<file path="config.mk">
export PLATFORM = sky130hd
export DESIGN_NAME = bcd_digit_counter
export DESIGN_NICKNAME = d
export VERILOG_FILES = /design/src/rtl/bcd_digit_counter.sv
export SDC_FILE = /design/constraint.sdc
export NUM_CORES = 1
export LEC_CHECK = 0
export CELL_PAD_IN_SITES_DETAIL_PLACEMENT = 0
export CELL_PAD_IN_SITES_GLOBAL_PLACEMENT = 1
export CORE_MARGIN = 2
export CORE_UTILIZATION = 51
export DETAILED_ROUTE_END_ITERATION = 12
export HOLD_SLACK_MARGIN = 0.08
export PLACE_DENSITY_LB_ADDON = 0.1
export SYNTH_ARGS = -nofsm -noshare
export SYNTH_HDL_FRONTEND = slang
export SYNTH_SLANG_ARGS = --single-unit
</file>
<file path="constraint.sdc">
create_clock -name clk -period 3.8 [get_ports clk]
set_input_delay 0.76 -clock clk [delete_from_list [all_inputs] [get_ports clk]]
set_output_delay 0.76 -clock clk [all_outputs]
set_load 0.01 [all_outputs]
</file>
<file path="src/rtl/bcd_digit_counter.sv">
// Two-digit BCD up/down counter with run/stop, clear and direction control.
// It also divides the board clock down to the display controller's scan clock.
module bcd_digit_counter #(
    parameter int CLK_HZ  = 100_000_000,
    parameter int TICK_HZ = 1,
    parameter int DISP_HZ = 500,
    parameter bit WRAP    = 1'b1
) (
    input  logic       clk,
    input  logic       rst_n,
    input  logic       btn_run,
    input  logic       btn_clear,
    input  logic       up_dn,
    output logic [3:0] dec0,
    output logic [3:0] dec1,
    output logic       clk_500Hz,
    output logic       running,
    output logic       done
);

    localparam int TICK_DIV = CLK_HZ / TICK_HZ;
    localparam int DISP_DIV = CLK_HZ / (2 * DISP_HZ);
    localparam int TICK_W   = $clog2(TICK_DIV);
    localparam int DISP_W   = (DISP_DIV > 1) ? $clog2(DISP_DIV) : 1;
    localparam logic [TICK_W-1:0] TICK_LAST = TICK_W'(TICK_DIV - 1);
    localparam logic [DISP_W-1:0] DISP_LAST = DISP_W'(DISP_DIV - 1);

    typedef enum logic [1:0] {
        ST_IDLE = 2'd0,
        ST_RUN  = 2'd1,
        ST_DONE = 2'd2
    } state_t;

    // Bit 0 = run button, bit 1 = clear button, bit 2 = direction switch.
    logic [2:0] raw_in;
    logic [2:0] sync_s2;

    assign raw_in = {up_dn, btn_clear, btn_run};

    genvar gi;
    generate
        for (gi = 0; gi < 3; gi++) begin : g_sync
            logic s1_reg;
            logic s2_reg;

            always_ff @(posedge clk or negedge rst_n) begin
                if (!rst_n) begin
                    s1_reg <= 1'b0;
                    s2_reg <= 1'b0;
                end else begin
                    s1_reg <= raw_in[gi];
                    s2_reg <= s1_reg;
                end
            end

            assign sync_s2[gi] = s2_reg;
        end
    endgenerate

    logic run_s3_reg;
    logic clr_s3_reg;
    logic run_p;
    logic clr_p;
    logic up_sync;

    always_ff @(posedge clk or negedge rst_n) begin
        if (!rst_n) begin
            run_s3_reg <= 1'b0;
            clr_s3_reg <= 1'b0;
        end else begin
            run_s3_reg <= sync_s2[0];
            clr_s3_reg <= sync_s2[1];
        end
    end

    assign run_p   = sync_s2[0] & ~run_s3_reg;
    assign clr_p   = sync_s2[1] & ~clr_s3_reg;
    assign up_sync = sync_s2[2];

    state_t            state_reg;
    logic [TICK_W-1:0] tick_cnt_reg;
    logic [3:0]        dec0_reg;
    logic [3:0]        dec1_reg;
    logic [3:0]        dec0_next;
    logic [3:0]        dec1_next;
    logic              running_reg;
    logic              done_reg;
    logic              tick;
    logic              at_term;

    assign tick = (state_reg == ST_RUN) && (tick_cnt_reg == TICK_LAST);

    // Next BCD value for one step; the terminal case wraps naturally (99->00, 00->99).
    always_comb begin
        dec0_next = dec0_reg;
        dec1_next = dec1_reg;
        at_term   = 1'b0;
        if (up_sync) begin
            at_term = (dec1_reg == 4'd9) && (dec0_reg == 4'd9);
            if (dec0_reg == 4'd9) begin
                dec0_next = 4'd0;
                dec1_next = (dec1_reg == 4'd9) ? 4'd0 : dec1_reg + 4'd1;
            end else begin
                dec0_next = dec0_reg + 4'd1;
            end
        end else begin
            at_term = (dec1_reg == 4'd0) && (dec0_reg == 4'd0);
            if (dec0_reg == 4'd0) begin
                dec0_next = 4'd9;
                dec1_next = (dec1_reg == 4'd0) ? 4'd9 : dec1_reg - 4'd1;
            end else begin
                dec0_next = dec0_reg - 4'd1;
            end
        end
    end

    always_ff @(posedge clk or negedge rst_n) begin
        if (!rst_n) begin
            state_reg    <= ST_IDLE;
            tick_cnt_reg <= '0;
            dec0_reg     <= 4'd0;
            dec1_reg     <= 4'd0;
            running_reg  <= 1'b0;
            done_reg     <= 1'b0;
        end else if (clr_p) begin
            state_reg    <= ST_IDLE;
            tick_cnt_reg <= '0;
            dec0_reg     <= 4'd0;
            dec1_reg     <= 4'd0;
            running_reg  <= 1'b0;
            done_reg     <= 1'b0;
        end else begin
            case (state_reg)
                ST_IDLE: begin
                    tick_cnt_reg <= '0;
                    if (run_p) begin
                        state_reg   <= ST_RUN;
                        running_reg <= 1'b1;
                    end
                end
                ST_RUN: begin
                    // A stop discards the partial tick period and beats a coincident tick.
                    if (run_p) begin
                        state_reg    <= ST_IDLE;
                        running_reg  <= 1'b0;
                        tick_cnt_reg <= '0;
                    end else if (tick) begin
                        tick_cnt_reg <= '0;
                        if (at_term && !WRAP) begin
                            state_reg   <= ST_DONE;
                            running_reg <= 1'b0;
                            done_reg    <= 1'b1;
                        end else begin
                            dec0_reg <= dec0_next;
                            dec1_reg <= dec1_next;
                        end
                    end else begin
                        tick_cnt_reg <= tick_cnt_reg + 1'b1;
                    end
                end
                ST_DONE: begin
                    tick_cnt_reg <= '0;
                end
                default: begin
                    state_reg    <= ST_IDLE;
                    tick_cnt_reg <= '0;
                    running_reg  <= 1'b0;
                    done_reg     <= 1'b0;
                end
            endcase
        end
    end

    // Scan clock divider runs independently of the counter state and of clear.
    logic [DISP_W-1:0] disp_cnt_reg;
    logic              clk_500_reg;

    always_ff @(posedge clk or negedge rst_n) begin
        if (!rst_n) begin
            disp_cnt_reg <= '0;
            clk_500_reg  <= 1'b0;
        end else if (disp_cnt_reg == DISP_LAST) begin
            disp_cnt_reg <= '0;
            clk_500_reg  <= ~clk_500_reg;
        end else begin
            disp_cnt_reg <= disp_cnt_reg + 1'b1;
        end
    end

    assign dec0      = dec0_reg;
    assign dec1      = dec1_reg;
    assign clk_500Hz = clk_500_reg;
    assign running   = running_reg;
    assign done      = done_reg;

endmodule

</file>
==> results by group <==
Outcome
  • Outcome: finished, final reports clean

STA
  • Final worst slack: 1.48 ns
  • Max frequency: 0.431 GHz
  • Fin Setup TNS: 0 ns
  • Worst-Margin Slew: 0.747 ns
  • Hold Vio Cnt, Final: 0
  • Slew HR: 50.2%
  • Final Max Tran Viols: 0
  • Period utilization: 61.1%
  • Final clock skew: 0.0129 ns
  • RSZ-0062 raised after global routing: no
  • Endpoints failing setup: 0
  • Hold WS: 0.348 ns
  • Tmin final: 2.32 ns

Synthesis
  • Adder-Cell Fraction of Synth Area: 1.97%
  • Syn Nets: 322
  • Ys Warns: 0
  • Proportion of synthesized area in mux cells: 1.30%
  • #FFs+latches synth: 62
  • Syn Area/Cell: 10.2 sq um
  • Cells after Synth: 312
  • Netlist Area Pre-Place: 3180 sq um
  • Distinct cell type count after synthesis: 56
  • Synth Area in Compound Gates: 5.67%
  • Simple-gate area share of the yosys netlist: 27.3%
  • Largest family of logic cells by synthesized area: simple AND/OR/NAND/NOR gates
  • Seq/Total Area, Yosys: 48.9%
  • Asr flop ratio synth: 100%
  • Number of flops mapped to enable cells by yosys: 0
  • Xor and xnor area share after synthesis: 12.1%
  • Top_reg_cell synth: dfrtp_1

Floorplanning
  • Die area: 6870 sq um
  • # IOs: 16
  • Initial Utilization: 53.3%
  • Row count: 28
  • Die W: 82.9 um
  • Core region area: 5960 sq um
  • Vert. Die Dim: 82.9 um

Pwr
  • Maximum vdd drop: 0.266 mV
  • Leak Pwr: 1.50 nW
  • Power, Total: 0.00136 W
  • P per Cell Area: 380 nW/um^2

Placed design
  • Gp weighted congestion: 0.809
  • PortBufs: 14
  • Hpwl dp: 3780 um
  • Place WS: 1.58 ns

Layout
  • Final net count: 337
  • Ratio of cells with drive above 1 in the final layout: 9.67%
  • Most frequent cells in the layout: 62 x dfrtp_1, 55 x nor2_1, 26 x xnor2_1
  • Commonest non-fill, non-tap cell in the layout: dfrtp_1
  • Synthesis-to-finish area growth: 12.2%
  • Total of fill cells in the finished design: 510
  • N_diodes: 0
  • Max FFs per register: 27

Worst setup path
  • Buf+Inv Stages, Crit Path: 1
  • Slowest-stage cell, CP: clkdlybuf4s50_1
  • Worst-path fanout max: 15
  • Startpoint types: flop
  • RR Endpoint: disp_cnt_reg[10]
  • Reg2reg start: disp_cnt_reg[0]
  • Crit. Startpoint: dec0[0]
  • R2R cell count: 6
  • Worst path max stage delay: 0.62 ns
  • CP delay by family, top: buffers and inverters
  • Critical Path AT: 1.56 ns
  • WP data required: 3.04 ns
  • CP Capture Type: primary output
  • Crit path cell chain: clkdlybuf4s50_1
  • R2R Setup Slk: 1.62 ns
  • CP Depth: 1
  • WS Path Type: reg2out

Global routing
  • Gr usage total: 17.8%
  • Layer with the highest usage: met1
  • Largest net degree at the start of global routing: 34
  • Vias in the first global route: 2115
  • First-pass GRT wire length: 10100 um
  • Met1 Usage GRT: 26.7%
  • Antenna violations before repair: 0
  • Grt met3 use: 4.27%
  • GRT met2 Usage: 25.0%
  • Remaining Overflow, GRT: 0

Clock tree
  • Clock-pin slew on the worst setup and hold paths: 0.06 ns
  • Hold buffer count at CTS: 0
  • Clock sink total: 62
  • Post-CTS Setup Repair Bufs: 0
  • CTS root buf: clkbuf_8
  • Clock Latency Late Sink: 0.33 ns
  • Cts repair resizes: 0
  • CTS Buf Count: 9
  • H-Tree Depth: 3
  • CTS tree: built
  • Clk buf depth: 2

Worst hold path
  • WHS Path Cells: 0
  • Hold WC Path Type: reg2reg
  • WHS Endpoint: g_sync[0].s2_reg
  • Hold path startpoint: g_sync[0].s1_reg

Job
  • Max Cap Violations: 0

Detailed routing
  • Drt wl/cell: 13.9 um
  • 1st-iter DRT viols: 86
  • Final ANT Viol Nets: 0
  • Vias: 2213
  • Vias/cell: 5.45
  • WL final: 5630 um
  • Iteration count of the initial detailed-routing pass: 4
  • Remaining DRCs: 0
==> power breakdown <==
group	leakage, nW	total, W	switching, W	internal (W)
Combinational	0.570	0.0000745	0.0000489	0.0000256
Clock	0.104	0.000598	0.000246	0.000352
Sequential	0.829	0.000683	0.0000122	0.000671
==> metal layers <==
metal	wire, um	vias up	part of all wire, %
met4	66	0	1.2
met3	169	8	3.0
met5	0	-	0
met2	2390	36	42
met1	3000	1063	53
li1	-	1106	-
==> cell type report <==
type	count	area [sq um]	share of cell area [%]
inverter	7	26.3	0.737
clock buffer	12	165	4.63
sequential	62	1550	43.5
timing repair buffer	15	143	4.00
clock inverter	3	42.5	1.19
multi-input combinational	232	1540	43.3
tap	75	93.8	2.63
==> stage by stage <==
stage          utilization [%]  instances  instance area (sq um)
3_3_place_gp              56.3        391                   3360
3_5_place_dp              56.3        391                   3360
4_1_cts                   59.8        406                   3560
5_1_grt                   59.8        406                   3560
2_1_floorplan                -        312                   3180
6_report                  59.8        406                   3560
==> synth_stat cells, types with 3 or more instances <==
library cell / instances / area (sq um)
nand4_1: 8 / 50.1
clkbuf_1: 6 / 22.5
mux2i_1: 3 / 30.0
and3_1: 6 / 37.5
and4_1: 3 / 26.3
o21ai_0: 4 / 20.0
nand2b_1: 4 / 25.0
inv_1: 7 / 26.3
nor2b_1: 5 / 31.3
nand2_1: 16 / 60.1
dfrtp_1: 62 / 1550
buf_4: 4 / 30.0
nor2_1: 55 / 206
xor2_1: 18 / 158
xnor2_1: 26 / 228
ha_1: 5 / 62.6
nand3_1: 24 / 120
nor4_1: 4 / 25.0
==> worst max-delay path by stage <==
stage	slack, ns	end
6_report	1.48	dec0[0]
5_1_grt	1.36	tick_cnt_reg[7]
4_1_cts	1.48	dec0[0]
3_5_place_dp	1.58	tick_cnt_reg[2]
3_3_place_gp	1.63	tick_cnt_reg[19]
2_1_floorplan	1.89	dec1[1]
==> cells by family (layout without fill, tap and decap cells) <==
group / count (synthesis) / in the layout
buffers and inverters: 18 / 37
other: 1 / 1
AO/OA/AOI/OAI: 24 / 24
multiplexers: 4 / 4
AND/OR/NAND/NOR: 154 / 154
adder cells (fa/ha/maj): 5 / 5
flip-flops: 62 / 62
XOR/XNOR: 44 / 44
Power figures use the tool's default switching activity.
